===== src/rtl/accum_pkg.sv =====
// Shared types for the byte accumulator: FSM state encoding and datapath width.
package accum_pkg;

    localparam int DATA_W = 8;

    // IDLE: no beat yet, ACCUM: frame in progress, DONE: result held for the consumer
    typedef enum logic [1:0] {
        IDLE  = 2'd0,
        ACCUM = 2'd1,
        DONE  = 2'd2
    } state_t;

endpackage


===== src/rtl/adder_8bit.sv =====
// 8-bit ripple adder with carry-in; overflow is the unsigned carry-out.
module adder_8bit (
    input  logic [7:0] a,
    input  logic [7:0] b,
    input  logic       carry_in,
    output logic [7:0] sum,
    output logic       overflow
);

    logic [8:0] full;

    // Nine-bit add so the carry-out falls into the top bit
    always_comb begin
        full = {1'b0, a} + {1'b0, b} + {8'd0, carry_in};
    end

    assign sum      = full[7:0];
    assign overflow = full[8];

endmodule


===== src/rtl/byte_accumulator.sv =====
// Byte accumulator: sums a frame of bytes modulo 256, tracks carry-out as a
// sticky overflow flag, counts beats with saturation, and holds the result
// until the consumer takes it.
module byte_accumulator
    import accum_pkg::*;
#(
    parameter int CNT_WIDTH = 4
) (
    input  logic                 clk,
    input  logic                 n_rst,
    input  logic                 clear,
    input  logic                 in_valid,
    input  logic [DATA_W-1:0]    in_data,
    input  logic                 in_last,
    output logic                 in_ready,
    output logic                 out_valid,
    input  logic                 out_ready,
    output logic [DATA_W-1:0]    out_sum,
    output logic                 out_overflow,
    output logic [CNT_WIDTH-1:0] out_count
);

    localparam logic [CNT_WIDTH-1:0] CNT_MAX = '1;

    state_t                state;
    state_t                next_state;
    logic [DATA_W-1:0]     acc;
    logic                  ovf;
    logic [CNT_WIDTH-1:0]  count;
    logic [DATA_W-1:0]     add_sum;
    logic                  add_ovf;
    logic                  beat;
    logic                  release_result;

    // Clear wins over both a beat and a result hand-off
    assign beat           = in_valid && (state != DONE) && !clear;
    assign release_result = (state == DONE) && out_ready && !clear;

    assign in_ready     = (state != DONE);
    assign out_valid    = (state == DONE);
    assign out_sum      = acc;
    assign out_overflow = ovf;
    assign out_count    = count;

    adder_8bit u_adder (
        .a        (acc),
        .b        (in_data),
        .carry_in (1'b0),
        .sum      (add_sum),
        .overflow (add_ovf)
    );

    // State register
    always_ff @(posedge clk or negedge n_rst) begin
        if (!n_rst) state <= IDLE;
        else        state <= next_state;
    end

    // Next-state logic; a last beat goes straight to DONE even from IDLE
    always_comb begin
        next_state = state;
        if (clear) begin
            next_state = IDLE;
        end else begin
            case (state)
                IDLE:    if (beat) next_state = in_last ? DONE : ACCUM;
                ACCUM:   if (beat && in_last) next_state = DONE;
                DONE:    if (out_ready) next_state = IDLE;
                default: next_state = IDLE;
            endcase
        end
    end

    // Datapath: accumulate on beats, zero on abort or once the result is taken
    always_ff @(posedge clk or negedge n_rst) begin
        if (!n_rst) begin
            acc   <= '0;
            ovf   <= 1'b0;
            count <= '0;
        end else if (clear || release_result) begin
            acc   <= '0;
            ovf   <= 1'b0;
            count <= '0;
        end else if (beat) begin
            acc   <= add_sum;
            ovf   <= ovf | add_ovf;
            count <= (count == CNT_MAX) ? count : count + 1'b1;
        end
    end

endmodule


===== config.mk =====
export PLATFORM = sky130hd
export DESIGN_NAME = byte_accumulator
export DESIGN_NICKNAME = d
export VERILOG_FILES = /design/src/rtl/accum_pkg.sv /design/src/rtl/adder_8bit.sv /design/src/rtl/byte_accumulator.sv
export SDC_FILE = /design/constraint.sdc
export NUM_CORES = 1
export LEC_CHECK = 0
export CORE_MARGIN = 2
export CORE_UTILIZATION = 45
export CTS_CLUSTER_SIZE = 12
export DETAILED_ROUTE_END_ITERATION = 8
export PLACE_DENSITY_LB_ADDON = 0.08
export SLEW_MARGIN = 20
export SYNTH_ARGS = -nofsm -noshare
export SYNTH_HDL_FRONTEND = slang
export SYNTH_SLANG_ARGS = --single-unit

===== constraint.sdc =====
create_clock -name clk -period 2.75 [get_ports clk]
set_input_delay 0.55 -clock clk [delete_from_list [all_inputs] [get_ports clk]]
set_output_delay 0.55 -clock clk [all_outputs]
set_load 0.01 [all_outputs]

==> metrics.txt, run 1 <==
Resized cells post-CTS=0; vias per cell=5.31; CTS sink count=15; row cnt=16; post-route insts no fill=143; Post-Synth XOR/XNOR Area=5.83%; total clock buffers created by CTS=3; first-pass GRT wire length=3.30 mm; number of setup buffers added after CTS=0; WP depth=8; startpoint types=input pin; CP Capture Type=flip-flop; Mapped Cells=between 80 and 90; Root Driver=clkbuf_4; chip width=48.7 um; DPL Wire Length=roughly 1.4 mm; final WL=1.79 mm; Max Freq=between 400 and 500 MHz; final number of setup-violating endpoints=0; most common cell after layout, fill and taps aside=clkdlybuf4s50_1; filler instances=175; Antenna Cells=0; FF-to-FF Start=out_sum[0]; RSZ-0062 raised after global routing=false; Worst-Margin Slew=0.692 ns; Setup TNS=0 ns; crit path to=out_overflow; placed cells=around 140; Critical Path RT=2.93 ns; sequential area share after synthesis=about two fifths; Boundary Pins=29; pin count of the biggest net entering global routing=16; clock buffer depth=2; initial antenna violation count=0; Routed WL per cell=approximately 12 um; H-tree levels=1; GPL Wtd Cong=a little over 0.8; core outline area=1920 sq um; Mapped Area=between 900 and 1000 sq um; Initial DRT Pass Iterations=4; Final Hold Viols=0; simple-gate share of the synthesized area=14.3%; Mean Syn Cell Area=roughly 11 sq um; Starting DRT DRC Count=7; Post-Syn Nets=108; layout cells sized above 1=between 8 and 9%; Worst EP arrival=around 2.6 ns; Worst VDD drop=0.297 mV; Layout area overhead=38.2%; Synth Warn #=0; Synth cell types=27; CP max stage cell=fa_1; kind of critical path=in2reg; number of remaining DRC errors=0; sequential cell area=375 sq um; Setup Skew=0.00362 ns; Area after DPL=1220 sq um; Min-Delay Path Class=reg2reg; largest family of logic cells by synthesized area=compound AO/OA/AOI/OAI gates; number of synthesized register bits=15; post-synthesis mux area share=0%; run status=finished, final reports clean; CP bufs+invs=1; Critical Path Start=in_data[0]; clock transition at the registers of the reported paths=about 0.10 ns; most frequent cells in the layout=clkdlybuf4s50_1 (28), dfrtp_1 (15), ha_1 (9); antenna-violating nets left=0; final cell area excluding filler cells=about 1200 sq um; Max-cap violations=0; worst reg-to-reg path cell count=7; CTS tree=done; worst skew pair latency=0.28 ns; R2R Setup Slk=~0.63 ns; slew margin rel.=between 50% and 60%; fin nets=141; number of global-route vias before repair=774; Largest stage delay, worst path=0.41 ns; die span in y=48.7 um; fin crit share=86.9%; die area=2380 sq um; vias=759; multi-input logic area=517 sq um; GRT Overall Usage=17.2%; leakage power=0.580 nW; Worst R2R End=out_overflow; pwr dens=509 nW/um^2; post-synthesis adder-cell area fraction=about 15%; I/O Buffers=28; largest delay contributor family on the critical path=compound AO/OA/AOI/OAI gates; Starting Density=46.9%; Synth Area in Compound Gates=22.5%; GR Overflow Total=0; Slew Viols, Final=0; CP Cell Sequence=clkdlybuf4s50_1 > ha_1 > fa_1 > a21o_1 > a221oi_1 > o21ai_0 > a21oi_1 > nor2_1; Post-CTS Hold Fix Bufs=0; Tmin final=2.39 ns; CP Max Fanout=2
[final cells by class]
type                       count  share of cell area (%)
multi-input combinational     67                    41.5
sequential                    15                    30.2
timing repair buffer          29                    23.1
tap                           27                    2.71
clock buffer                   3                    1.81
clock inverter                 1                   0.402
inverter                       1                   0.302
[kinds of logic after synthesis]
logic type      after synthesis
compound gates               27
simple gates                 24
flops                        15
fa+ha+maj                    10
xor+xnor                      6
buf+inv                       2
[sequential cells by signal (all words and copies together), names as in the netlist]
| signal | cells |
|---|---|
| out_count | 4 |
| out_overflow | 1 |
| out_sum | 8 |
| state | 2 |
[synthesized netlist by cell type]
cell type,count,share of area (%)
o21a_1,1,0.83
a221oi_1,1,0.97
a21boi_1,1,0.83
fa_1,1,2.2
a221oi_2,1,1.7
nand3_1,5,2.8
a21o_1,4,3.3
a2111oi_0,1,0.97
a21oi_1,6,3.3
nand2_1,4,1.7
dfrtp_1,15,42
o21ai_0,3,1.7
and3_1,1,0.69
a22o_1,7,6.8
a32o_1,1,1.1
ha_1,9,13
o22a_1,1,0.97
and2_1,1,0.69
inv_2,1,0.42
nand2b_2,1,0.97
nor2_1,8,3.3
xnor2_1,3,2.9
or3_1,2,1.4
xor2_1,3,2.9
buf_2,1,0.56
nand2_2,1,0.69
nor3b_4,1,2.1
[through the flow]
stage                     worst slack, ns  total power [mW]  utilization (%)  hold slack [ns]
after floorplan                     0.639             0.411                -            0.254
after global placement              0.136             0.506             63.3            0.474
after detailed placement           0.0521             0.509             63.3            0.491
after CTS                           0.347             0.642             64.8            0.508
after global routing                0.256             0.674             64.8            0.542
final                               0.360             0.633             64.8            0.505
[per-layer routing]
metal / share of wire, % / global-route usage [%] / vias to the layer above
li1: - / - / 377
met4: 0 / 4.29 / 0
met2: 46 / 27.4 / 16
met5: 0 / 0 / -
met1: 51 / 24.2 / 366
met3: 3.6 / 3.40 / 0
[worst min-delay path by stage]
| stage | start | to | slack, ns | cells past startpoint |
|---|---|---|---|---|
| 2_1_floorplan | n_rst | out_count[0] | 0.25 | 0 |
| 3_3_place_gp | state[1] | state[0] | 0.47 | 1 |
| 3_5_place_dp | state[1] | state[0] | 0.49 | 1 |
| 4_1_cts | state[1] | state[0] | 0.51 | 1 |
| 5_1_grt | out_overflow | out_overflow | 0.54 | 2 |
| 6_report | state[1] | state[0] | 0.50 | 1 |
[worst register-to-register path, cell delays in order, from the launching register on]
cell and delay (ns):
dfrtp_1 0.41, ha_1 0.22, fa_1 0.41, a21o_1 0.21, a221oi_1 0.38, o21ai_0 0.17
a21oi_1 0.17, nor2_1 0.05
[power breakdown]
part | switching, mW | total (mW) | leakage, nW | internal [mW]
Sequential | 0.0201 | 0.264 | 0.202 | 0.244
Combinational | 0.106 | 0.239 | 0.361 | 0.134
Clock | 0.0758 | 0.130 | 0.0177 | 0.0539
Total | 0.201 | 0.633 | 0.580 | 0.432
(Power assumes the default switching activity.)
==> run 2: changes to the inputs <==
==> constraint.sdc (replaced) <==
create_clock -name clk -period 2.5 [get_ports clk]
set_input_delay 0.5 -clock clk [delete_from_list [all_inputs] [get_ports clk]]
set_output_delay 0.5 -clock clk [all_outputs]
set_load 0.01 [all_outputs]
==> run 2 against run 1 <==
Effect of this change:
- clock power increased by 12%
- hold slack got worse by 0.0036 ns
- total power increased by 11%
- critical path type unchanged
- largest cell class unchanged
- highest routed layer is now met4
==> metrics.txt, run 2 (synthesis results as in run 1) <==
GRT Overall Usage=17.3% (was 17.2%); Worst R2R End=out_overflow (unchanged); CTS tree=done (unchanged); Critical Path Start=in_data[0] (unchanged); worst reg-to-reg path cell count=7 (unchanged); vias per cell=5.26 (was 5.31); pin count of the biggest net entering global routing=16 (unchanged); CP Max Fanout=2 (unchanged); slew margin rel.=53.5% (was 53.7%); die span in y=48.7 um (unchanged); R2R Setup Slk=0.40 ns (was 0.63 ns); kind of critical path=in2reg (unchanged); CP Capture Type=flip-flop (unchanged); Max-cap violations=0 (unchanged); worst skew pair latency=0.29 ns (was 0.28 ns); CTS sink count=15 (unchanged); DPL Wire Length=1.39 mm (was 1.40 mm); layout cells sized above 1=10.2% (was 8.62%); Final Hold Viols=0 (unchanged); Largest stage delay, worst path=0.40 ns (was 0.41 ns); Starting DRT DRC Count=4 (was 7); antenna-violating nets left=0 (unchanged); Post-CTS Hold Fix Bufs=0 (unchanged); startpoint types=input pin (unchanged); Root Driver=clkbuf_4 (unchanged); die area=2380 sq um (unchanged); number of remaining DRC errors=0 (unchanged); Slew Viols, Final=0 (unchanged); Worst-Margin Slew=0.696 ns (was 0.692 ns); chip width=48.7 um (unchanged); fin crit share=between 90 and 100%; GPL Wtd Cong=0.811 (was 0.825); Tmin final=2.32 ns; Antenna Cells=0 (unchanged); clock transition at the registers of the reported paths=0.10 ns (about the same); placed cells=141 (was 139); leakage power=0.591 nW (was 0.580 nW); pwr dens=558 nW/um^2 (was 509 nW/um^2); first-pass GRT wire length=3.19 mm (was 3.30 mm); Layout area overhead=39.9% (was 38.2%); max reg flops=8 (unchanged); crit path to=out_overflow (unchanged); GR Overflow Total=0 (unchanged); Worst EP arrival=2.50 ns (was 2.57 ns); CP Cell Sequence=clkdlybuf4s50_1 > ha_1 > fa_1 > a21o_1 > a221oi_1 > o21ai_0 > a21oi_1 > nor2_1 (unchanged); most common cell after layout, fill and taps aside=clkdlybuf4s50_1 (unchanged); Routed WL per cell=12.6 um (was 12.5 um); Critical Path RT=2.69 ns (was 2.93 ns); number of setup buffers added after CTS=0 (unchanged); Setup Skew=0.00499 ns (was 0.00362 ns); Starting Density=46.9% (unchanged); most frequent cells in the layout=clkdlybuf4s50_1 (28), dfrtp_1 (15), ha_1 (9) (unchanged); Boundary Pins=29 (unchanged); core outline area=1920 sq um (unchanged); Resized cells post-CTS=0 (unchanged); fin nets=143 (was 141); row cnt=16 (unchanged); total clock buffers created by CTS=3 (unchanged); initial antenna violation count=0 (unchanged); clock buffer depth=2 (unchanged); RSZ-0062 raised after global routing=false (unchanged); run status=finished, final reports clean (unchanged); vias=762 (was 759); CP max stage cell=clkdlybuf4s50_1 (was fa_1); post-route insts no fill=145 (was 143); Initial DRT Pass Iterations=2 (was 4); Worst VDD drop=0.340 mV (was 0.297 mV); number of global-route vias before repair=731 (was 774); final WL=1.83 mm (was 1.79 mm); I/O Buffers=28 (unchanged); final design utilization=65.6% (was 64.8%); filler instances=172 (was 175); Min-Delay Path Class=reg2reg (unchanged); final number of setup-violating endpoints=0 (unchanged); Max Freq=431 MHz; FF-to-FF Start=out_sum[0] (unchanged); H-tree levels=1 (unchanged)
[run 2: cell count changes in the layout (fill, tap and decap cells not counted)]
cell and change:
buf_4 +2
[run 2: worst min-delay path by stage]
stage	cells past startpoint	end	start	slack (ns)
3_3_place_gp	1	state[0]	state[1]	0.47
5_1_grt	2	out_overflow	out_overflow	0.53
4_1_cts	1	state[0]	state[1]	0.50
2_1_floorplan	0	out_count[0]	n_rst	0.20
3_5_place_dp	1	state[0]	state[1]	0.49
6_report	1	state[0]	state[1]	0.50
[run 2: layout make-up]
class	instances	area, sq um	share of cell area (%)
Multi-Input combinational cell	67	517	41.0
Sequential cell	15	375	29.8
Timing Repair Buffer	31	303	24.0
Tap cell	27	33.8	2.68
Clock buffer	3	22.5	1.79
Clock inverter	1	5.00	0.397
Inverter	1	3.75	0.298
[run 2: metal layers]
metal	wire, um	GRT usage, %
met5	0	0
met4	28	7.14
met3	61	3.40
met2	820	26.5
met1	917	24.0
[run 2: report_power, final]
part	internal (mW)	switching [mW]	leakage, nW	total [mW]
Combinational	0.150	0.117	0.372	0.267
Clock	0.0595	0.0861	0.0177	0.146
Sequential	0.268	0.0218	0.202	0.290
[run 2: through the flow]
stage	total power, mW	TNS [ns]	area [sq um]	setup WS [ns]	hold slack (ns)
detailed placement	0.563	-0.132	1230	-0.101	0.489
global route	0.750	0	1260	0.165	0.531
global placement	0.559	-0.0408	1230	-0.0408	0.474
finish	0.703	0	1260	0.182	0.501
floorplan	0.452	0	901	0.439	0.204
CTS	0.712	0	1260	0.206	0.503
[run 2: critical path, delay by kind of cell]
family          cells  cell delay, ns
simple gates        1            0.05
compound gates      4            0.93
fa+ha+maj           2            0.62
buf+inv             1            0.40
==> run 3: changes to the inputs <==
--- a/config.mk
+++ b/config.mk
@@ -6,7 +6,7 @@
 export NUM_CORES = 1
 export LEC_CHECK = 0
 export CORE_MARGIN = 2
-export CORE_UTILIZATION = 45
+export CORE_UTILIZATION = 38
 export CTS_CLUSTER_SIZE = 12
 export DETAILED_ROUTE_END_ITERATION = 8
 export PLACE_DENSITY_LB_ADDON = 0.08
==> run 3 against run 2 <==
Effect of this change:
- count of clock-buffer cells in the layout stayed put
- hold slack worse by 0.0055 ns
- first-iteration DRC count is 25% lower
- maximum frequency is 3.1% higher
- total power hardly changed
- non-clock buffer count is 1 higher
- utilization is 8.8 points lower
- wire length is 7.4% higher
- clock power is 3% lower
- register-to-register slack better by 0.07 ns
==> metrics.txt, run 3 (synthesis results as in run 1) <==
H-tree levels=1 (unchanged); largest delay contributor family on the critical path=compound AO/OA/AOI/OAI gates (unchanged); Worst VDD drop=0.355 mV (was 0.340 mV); most common cell after layout, fill and taps aside=clkdlybuf4s50_1 (unchanged); Critical Path RT=2.68 ns (was 2.69 ns); Reg power frac=41.4% (was 41.3%); Boundary Pins=29 (unchanged); clock buffer depth=2 (unchanged); DPL Wire Length=1.51 mm (was 1.39 mm); Setup WS pre-CTS=-0.0617 ns (was -0.101 ns); sw power=224 uW (was 225 uW); Post-CTS Hold Fix Bufs=0 (unchanged); CTS tree=done (unchanged); CP bufs+invs=1 (unchanged); Root Driver=clkbuf_4 (unchanged); final worst slack=0.251 ns (was 0.182 ns); initial antenna violation count=0 (unchanged); GRT Overall Usage=16.2% (was 17.3%); leakage power=0.596 nW (was 0.591 nW); Max-cap violations=0 (unchanged); final cell area excluding filler cells=1270 sq um (was 1260 sq um); RSZ-0062 raised after global routing=false (unchanged); pin count of the biggest net entering global routing=16 (unchanged); Tmin final=2.25 ns (was 2.32 ns); slew margin rel.=54.2% (was 53.5%); Largest stage delay, worst path=0.40 ns (about the same); GPL Wtd Cong=0.791 (was 0.811); fin nets=144 (was 143); Antenna Cells=0 (unchanged); layout cells sized above 1=10.9% (was 10.2%); Routed WL per cell=13.4 um (was 12.6 um); final number of setup-violating endpoints=0 (unchanged); first-pass GRT wire length=3.29 mm (was 3.19 mm); filler instances=214 (was 172); vias per cell=5.26 (about the same); die span in y=52.7 um (was 48.7 um); CP Max Fanout=2 (unchanged); total clock buffers created by CTS=3 (unchanged); Initial DRT Pass Iterations=4 (was 2); number of setup buffers added after CTS=0 (unchanged); Worst EP arrival=2.43 ns (was 2.50 ns); Resized cells post-CTS=0 (unchanged); antenna-violating nets left=0 (unchanged); max reg flops=8 (unchanged); Max Freq=445 MHz (was 431 MHz); kind of critical path=in2reg (unchanged); CP max stage cell=clkdlybuf4s50_1 (unchanged); core outline area=2230 sq um (was 1920 sq um); worst skew pair latency=0.28 ns (was 0.29 ns); pwr dens=554 nW/um^2 (was 558 nW/um^2); run status=finished, final reports clean (unchanged); fin crit share=89.9% (was 92.7%); chip width=52.7 um (was 48.7 um); Starting DRT DRC Count=3 (was 4); Clock power frac=20.2% (was 20.7%); Setup TNS=0 ns (unchanged); Starting Density=40.3% (was 46.9%); GR Overflow Total=0 (unchanged); Final Hold Viols=0 (unchanged); startpoint types=input pin (unchanged); die area=2780 sq um (was 2380 sq um); number of global-route vias before repair=767 (was 731); final WL=1.96 mm (was 1.83 mm); Area after DPL=1240 sq um (was 1230 sq um); most frequent cells in the layout=clkdlybuf4s50_1 (28), dfrtp_1 (15), ha_1 (9) (unchanged); I/O Buffers=28 (unchanged); Slew Viols, Final=0 (unchanged); Layout area overhead=40.8% (was 39.9%); Setup Skew=0.00180 ns (was 0.00499 ns); combinational fraction of design power=38.3% (was 38.0%); Net Sw Frac=31.8% (was 32.0%); number of remaining DRC errors=0 (unchanged); Min-Delay Path Class=reg2reg (unchanged); Worst-Margin Slew=0.685 ns (was 0.696 ns); vias=773 (was 762); P_int=479 uW (was 478 uW); row cnt=17 (was 16); CP Capture Type=flip-flop (unchanged); CTS sink count=15 (unchanged); clock transition at the registers of the reported paths=0.09 ns (was 0.10 ns); CP Cell Sequence=clkdlybuf4s50_1 > ha_1 > fa_1 > a21o_1 > a221oi_1 > o21ai_0 > a21oi_1 > nor2_1 (unchanged)
[run 3: through the flow]
| stage | total power [mW] | utilization (%) | instances | hold slack (ns) |
|---|---|---|---|---|
| 6_report | 0.703 | 56.8 | 147 | 0.496 |
| 4_1_cts | 0.713 | 56.8 | 147 | 0.503 |
| 5_1_grt | 0.753 | 56.8 | 147 | 0.536 |
| 2_1_floorplan | 0.452 | - | 84 | 0.204 |
| 3_5_place_dp | 0.566 | 55.6 | 143 | 0.489 |
| 3_3_place_gp | 0.564 | 55.6 | 143 | 0.476 |
[run 3: power groups by stage]
stage	clock network [mW]	logic, mW	registers (mW)
floorplan	0	0.147	0.304
global placement	0	0.269	0.295
detailed placement	0	0.271	0.296
CTS	0.149	0.272	0.292
global route	0.157	0.301	0.295
finish	0.142	0.270	0.291
[run 3: cell type report]
type	instances	area, sq um	area share (%)
well taps	28	35.0	2.76
multi-input cells	67	517	40.7
repair buffers	32	310	24.5
clock buffers	3	22.5	1.78
flip-flops and latches	15	375	29.6
clock inverters	1	5.00	0.394
inverters	1	3.75	0.296
[run 3: final timing paths]
path / slack [ns] / cells after the start / end / from
worst max-delay path: 0.25 / 8 / out_overflow / in_data[0]
worst min-delay path: 0.50 / 1 / state[0] / state[1]
worst max register to register: 0.47 / 7 / out_overflow / out_sum[0]
worst min register to register: 0.50 / 1 / state[0] / state[1]
max in group asynchronous: 1.45 / 1 / out_count[3] / n_rst
min in group asynchronous: 0.62 / 1 / out_sum[1] / n_rst
[run 3: routing by layer]
metal | GRT usage, % | vias to the layer above | routed length, um
met5 | 0 | - | 0
met4 | 7.69 | 0 | 13
met3 | 2.57 | 2 | 75
met2 | 25.8 | 16 | 926
met1 | 21.2 | 370 | 948
li1 | - | 385 | -
